### src/rtl/demux_sched.sv
// Round-robin steering of a byte stream onto two lanes, with full-aware lane skipping,
// a stall state that pauses upstream, per-lane delivery counters and a drop pulse.
module demux_sched #(
    parameter int BW    = 8,
    parameter int CNT_W = 16
) (
    input  logic             clk,
    input  logic             reset,
    input  logic [BW-1:0]    in0,
    input  logic             in0_valid,
    input  logic             full0,
    input  logic             full1,
    output logic [BW-1:0]    out0,
    output logic [BW-1:0]    out1,
    output logic             valid_out0,
    output logic             valid_out1,
    output logic             pause,
    output logic             err_drop,
    output logic [CNT_W-1:0] cnt0,
    output logic [CNT_W-1:0] cnt1
);

    typedef enum logic [1:0] {IDLE, RUN, STALL} state_t;

    state_t     state_reg, state_next;
    logic       ptr_reg, ptr_next;
    logic       drop_next;
    logic [1:0] send_vec;
    logic [1:0] full_vec;
    logic       both_full;

    assign full_vec  = {full1, full0};
    assign both_full = full0 & full1;

    always_comb begin
        state_next = state_reg;
        ptr_next   = ptr_reg;
        send_vec   = 2'b00;
        drop_next  = 1'b0;
        case (state_reg)
            STALL: begin
                // Leaving STALL is a dead cycle: anything offered now is still discarded.
                drop_next = in0_valid;
                if (!both_full) state_next = RUN;
            end
            default: begin
                if (in0_valid) begin
                    if (!full_vec[ptr_reg]) begin
                        send_vec[ptr_reg] = 1'b1;
                        ptr_next          = ~ptr_reg;
                    end else if (!full_vec[~ptr_reg]) begin
                        // Sent on the other lane, so the preferred lane stays next in line.
                        send_vec[~ptr_reg] = 1'b1;
                    end else begin
                        drop_next = 1'b1;
                    end
                end
                if (both_full)      state_next = STALL;
                else if (in0_valid) state_next = RUN;
            end
        endcase
    end

    always_ff @(posedge clk or posedge reset) begin
        if (reset) begin
            state_reg <= IDLE;
            ptr_reg   <= 1'b0;
            err_drop  <= 1'b0;
        end else begin
            state_reg <= state_next;
            ptr_reg   <= ptr_next;
            err_drop  <= drop_next;
        end
    end

    assign pause = (state_reg == STALL);

    for (genvar gi = 0; gi < 2; gi++) begin : g_lane
        logic [BW-1:0]    data_reg;
        logic             valid_reg;
        logic [CNT_W-1:0] cnt_reg;

        always_ff @(posedge clk or posedge reset) begin
            if (reset) begin
                data_reg  <= '0;
                valid_reg <= 1'b0;
                cnt_reg   <= '0;
            end else begin
                data_reg  <= send_vec[gi] ? in0 : '0;
                valid_reg <= send_vec[gi];
                if (send_vec[gi]) cnt_reg <= cnt_reg + 1'b1;
            end
        end
    end

    assign out0       = g_lane[0].data_reg;
    assign out1       = g_lane[1].data_reg;
    assign valid_out0 = g_lane[0].valid_reg;
    assign valid_out1 = g_lane[1].valid_reg;
    assign cnt0       = g_lane[0].cnt_reg;
    assign cnt1       = g_lane[1].cnt_reg;

endmodule
### config.mk
export PLATFORM = sky130hd
export DESIGN_NAME = demux_sched
export DESIGN_NICKNAME = d
export VERILOG_FILES = /design/src/rtl/demux_sched.sv
export SDC_FILE = /design/constraint.sdc
export NUM_CORES = 1
export LEC_CHECK = 0
export BUFFER_PORTS_ARGS = -buffer_cell sky130_fd_sc_hd__buf_2
export CAP_MARGIN = 15
export CORE_MARGIN = 2
export CORE_UTILIZATION = 46
export DETAILED_ROUTE_END_ITERATION = 8
export HOLD_SLACK_MARGIN = 0.06
export PLACE_DENSITY_LB_ADDON = 0.08
export SYNTH_ARGS = -nofsm -noshare
export SYNTH_HDL_FRONTEND = slang
export SYNTH_SLANG_ARGS = --single-unit
### constraint.sdc
create_clock -name clk -period 1.2 [get_ports clk]
set_input_delay 0 -clock clk [delete_from_list [all_inputs] [get_ports clk]]
set_output_delay 0 -clock clk [all_outputs]
set_load 0.005 [all_outputs]
Word level (Yosys, flattened, before mapping)
Index checks and enable logic that the tools add are counted.
- add/subtract/negate cells: 2
- order comparisons: 4
- equal/unequal tests: 2
- mux-type cells: 22
- bitwise gates (word level): 4
- reductions and logical operators: 5
- operators by type and width (kind ; count):
    16-bit by 1-bit adder with 16-bit output (second input constant) ; 2
    2-bit 2-to-1 mux ; 8
    8-bit 2-to-1 mux ; 2
    1-bit 2-to-1 mux ; 10
    1-bit by 2-bit < comparator with 1-bit output (second input constant) ; 2
    1-bit NOT ; 3
    3-bit AND reduction ; 1
    3-bit nonzero test ; 1
    1-bit demux with 1-bit select ; 2
    2-bit == test (second input constant) ; 1
    1-bit >= comparator (second input constant) ; 2
    1-bit logical AND ; 2
    2-bit != test (second input constant) ; 1
    2-bit AND reduction ; 1
    1-bit AND ; 1
- register bits after elaboration: 54
- input bits: 13
- output and inout port bits: 52
- logic and storage cells: 48

Longest topological paths before layout
- depth in word-level cells: 10
- mapped depth: 5
- gate-level depth less buffers: 4

Least setup slack after synthesis
Ideal clock, no wire load.
- path kind: register -> register
- start: reg ptr_reg
- end: reg g_lane[1].data_reg[0] (netlist: out1[0])
- library setup time: 0.119 ns
- arrival: 1.195 ns
- data required time: 1.081 ns
- setup slack: -0.114 ns
- stages on the path, launching flop included: 6
- path buffers: 2
- period minus slack after synthesis: 1.314 ns
- cell sequence: dfrtp_1 > or2_1 > and3_1 > buf_2 > buf_2 > and2_1
- word-level cells in the longest chain between the ends: 10
- elaborated cells between the ends (all ways): 20
- those cells by class: order compare: 4; mux: 13; bitwise: 1; reduce/logical: 2
- ends and longest elaborated chain (what ; RTL line ; RTL):
    from (decl) ; 26 ; logic ptr_reg, ptr_next;
    from (signal assigned) ; 71 ; ptr_reg <= ptr_next;
    1-bit NOT ; 53 ; send_vec[~ptr_reg] = 1'b1;
    1-bit by 2-bit < comparator with 1-bit output (implied by the code) / 1-bit >= comparator (equally long branches) ; 53 ;
    1-bit logical AND (implied by the code) ; 53 ;
    1-bit 2-to-1 mux (implied by the code) ; 53 ;
    1-bit demux with 1-bit select ; 53 ;
    2-bit 2-to-1 mux ; 51 ; end else if (!full_vec[~ptr_reg]) begin
    2-bit 2-to-1 mux * ; 48 ; if (!full_vec[ptr_reg]) begin
    2-bit 2-to-1 mux * ; 47 ; if (in0_valid) begin
    2-bit 2-to-1 mux * ; 40 ; case (state_reg)
    net send_vec[1] ; 28 ; logic [1:0] send_vec;
    8-bit 2-to-1 mux * ; 89 ; data_reg <= send_vec[gi] ? in0 : '0;
    to (signal assigned) ; 89 ;
    to (decl) ; 79 ; logic [BW-1:0] data_reg;
The timed path passes the listed nets; every way through them passes the cells marked *. The select of a mux whose other input is x is not followed.
A chain may end at the register's enable or synchronous reset.

Worst setup path after layout
- start: reg state_reg[1]
- end: reg g_lane[1].cnt_reg[1] (netlist: cnt1[1])
- word-level cells in the longest chain between the ends: 2
- ends and longest elaborated chain (what ; RTL line ; RTL):
    from (decl) ; 25 ; state_t state_reg, state_next;
    from (signal assigned) ; 70 ; state_reg <= state_next;
    2-bit == test ; 40 ;
    2-bit 2-to-1 mux ; 40 ;
    to (signal assigned) ; 91 ; if (send_vec[gi]) cnt_reg <= cnt_reg + 1'b1;
    to (decl) ; 81 ; logic [CNT_W-1:0] cnt_reg;
Every way passes these cells.

==> impl_metrics.tcl <==
set metrics [dict create \
    status "complete, but fails checks" \
    violations "negative setup slack" \
    synth.distinct_cells 32 \
    cts_max_level 2 \
    synthMuxAreaShare_pct 0.978 \
    pin_count 65 \
    fin_ws_ns -0.153 \
    drive_above_1_share_pct 55.4 \
    skew_ns 0.00582 \
    hold-path-cell-count 4 \
    yosysWarnings 0 \
    port_buffers 64 \
    crit_path_end_kind "flip-flop" \
    relSlewSlack_pct 73.3 \
    clock.fmax_mhz 739 \
    grt_pass1_vias 1702 \
    grt_start_max_net_pins 55 \
    worst_pin_slew_ns 0.400 \
    detail_route.wl_per_cell_um 13.9 \
    syn_inst 181 \
    vias 1751 \
    placed_area_um2 3000 \
    final_antenna_net_count 0 \
    ys_seq_area_share_pct 58.7 \
    fin_nets 317 \
    grt_pass1_wl_um 7890 \
    post-route-util_pct 72.8 \
    fin_area_um2 3490 \
    cts_root_buf "clkbuf_8" \
    rsz0062_at_grt "true" \
    critPathKind "reg -> reg" \
    cts_tree "yes" \
    remaining_drc_errors 0 \
    row_count 25 \
    drv_slew 0 \
    reg2regPathDepth 4 \
    clock_path_buffers 2 \
    required_ns 1.41 \
    antenna_cells 0 \
    clkTransAtPathRegs_ns 0.10 \
    grt_use_total_pct 19.0 \
    fin_crit_sh_pct 113 \
    synthXorXnorAreaFrac_pct 11.4 \
    leakage_nw 1.96 \
    power_density_nw_per_um2 1350 \
    die_h_um 74.7 \
    drt_pass1_iterations 4 \
    crit_arrival_ns 1.56 \
    cts_inserted_buffers 5 \
    worstSetupStartpointType "flip-flop" \
    drtIter0Drc 49 \
    clock_latency_ns 0.32 \
    area_growth_syn_to_layout_pct 51.4 \
    post-route-min-period_ns 1.35 \
    critPathMaxFanout 6 \
    ys_ff_latch 54 \
    cpPeakStageDelay_ns 0.42 \
    setup_viol 49 \
    overflow 0 \
    synth_top_family_by_area "simple AND/OR/NAND/NOR gates" \
    drv_cap 0 \
    avgSynthCellArea_um2 12.7 \
    hold_path_class "in -> reg" \
    die_w_um 74.7 \
    synth_compound_area_share_pct 2.50 \
    antenna_found_initial 0 \
    routed_via_density 4.73 \
    vdd_drop_max_v 0.00125 \
    syn_area_um2 2300 \
    synth-adder-area-share_pct 1.09 \
    wl_um 5150 \
    place_congestion 0.717 \
    synthSimpleGateAreaFrac_pct 22.7 \
    crit_chain "nand2b_4 > buf_4 > and3_2 > mux2_2" \
    critPathSlowestCell "dfrtp_1" \
    worst_hold_slack_ns 0.143 \
    clkSinkCount 54 \
    start_util_pct 48.1 \
    synth_fp_nets 196 \
    die-area_um2 5590 \
    core_area_um2 4790 \
    hold_viol 0 \
    hpwl_um 3280 \
]
[area by class of cell]
cell class | instances | area (um2)
fillers | 360 | 1300
clock buffers | 5 | 68.8
inverters | 5 | 22.5
well taps | 67 | 83.8
repair buffers | 121 | 850
flip-flops and latches | 54 | 1350
clock inverters | 3 | 25.0
multi-input cells | 115 | 1080
[metrics by stage]
step / setup slack, ns / setup TNS [ns] / instances / power (mW)
2_1_floorplan: -0.0457 / -0.467 / 181 / 2.73
3_3_place_gp: -0.0921 / -1.31 / 344 / 3.34
3_5_place_dp: -0.123 / -1.92 / 344 / 3.38
4_1_cts: -0.114 / -2.74 / 364 / 4.51
5_1_grt: -0.230 / -7.04 / 370 / 4.98
6_report: -0.153 / -4.25 / 370 / 4.70
[kinds of logic after synthesis]
family	Yosys count
adders and majority gates	2
DFF	54
xor gates and xnor gates	30
AOI/OAI and AO/OA	5
buffers and inverters	12
and+or+nand+nor	76
muxes	2
[routing by layer]
layer,vias up,share of wire (%),GRT usage [%],wire (um)
met1,855,42,24.8,2150
met3,4,4.2,4.82,217
li1,850,-,-,-
met5,-,0,0,0
met4,0,0.81,5.36,42
met2,42,53,31.8,2740
[power breakdown]
part	switching [mW]	internal (mW)
logic	0.696	0.782
clock network	0.636	0.422
registers	0.140	2.03
[synthesized netlist by cell type]
master	n	area share (%)
dfrtp_1	54	59
xor2_1	18	6.8
and2_1	16	4.3
xnor2_1	12	4.6
nand3_1	11	2.4
nand2_1	9	1.5
nor3_2	8	3.5
buf_2	6	1.3
and4_1	5	1.9
inv_1	5	0.82
nand4_1	5	1.4
and3_1	4	1.1
nor3_1	3	0.65
ha_1	2	1.1
mux2_2	2	0.98
nand2_2	2	0.54
nor2_1	2	0.33
nor3b_2	2	1.1
nor4_2	2	1.1
a21boi_0	1	0.33
a21oi_1	1	0.22
and2b_4	1	0.43
and4b_1	1	0.43
buf_6	1	0.49
nand2b_4	1	0.60
nand3b_1	1	0.33
nand4_2	1	0.54
nor2b_2	1	0.38
o2111ai_4	1	1.1
o211a_1	1	0.43
o31a_1	1	0.38
or2_1	1	0.27
[critical path: cells and delay by family, from the launching register on]
| kind | cells | cell delay, ns |
|---|---|---|
| mux | 1 | 0.34 |
| flops | 1 | 0.42 |
| buf+inv | 1 | 0.14 |
| simple gates | 2 | 0.35 |
[repair_timing]
| action | 4_1_cts | 5_1_grt |
|---|---|---|
| endpoints found under the setup margin | 44 | 48 |
| gates cloned | 0 | 1 |
| setup buffers | 0 | 5 |
| pin swaps | 17 | 23 |
| hold endpoints to repair | 73 | 0 |
| hold buffers | 12 | 0 |
| gates resized for setup | 19 | 31 |
[path summary, 6_finish.rpt]
path                            end          from  slack, ns
max                         cnt1[1]  state_reg[1]      -0.15
min                         ptr_reg     in0_valid       0.14
max reg2reg                 cnt1[1]  state_reg[1]      -0.15
min reg2reg                cnt0[15]      cnt0[15]       0.47
max in group asynchronous   cnt0[1]         reset       0.63
min in group asynchronous  cnt0[12]         reset       0.30
[placed cells by master, fill, tap and decap left out, drive strengths merged, types with 4 or more instances in the layout]
cell type    count
nand4            6
dfrtp           54
xnor2           12
and4             5
nand2           11
clkbuf           6
buf            108
xor2            18
inv              5
and2            16
nor3            11
and3             4
dlygate4sd3     12
nand3           11
(Power assumes the default switching activity.)
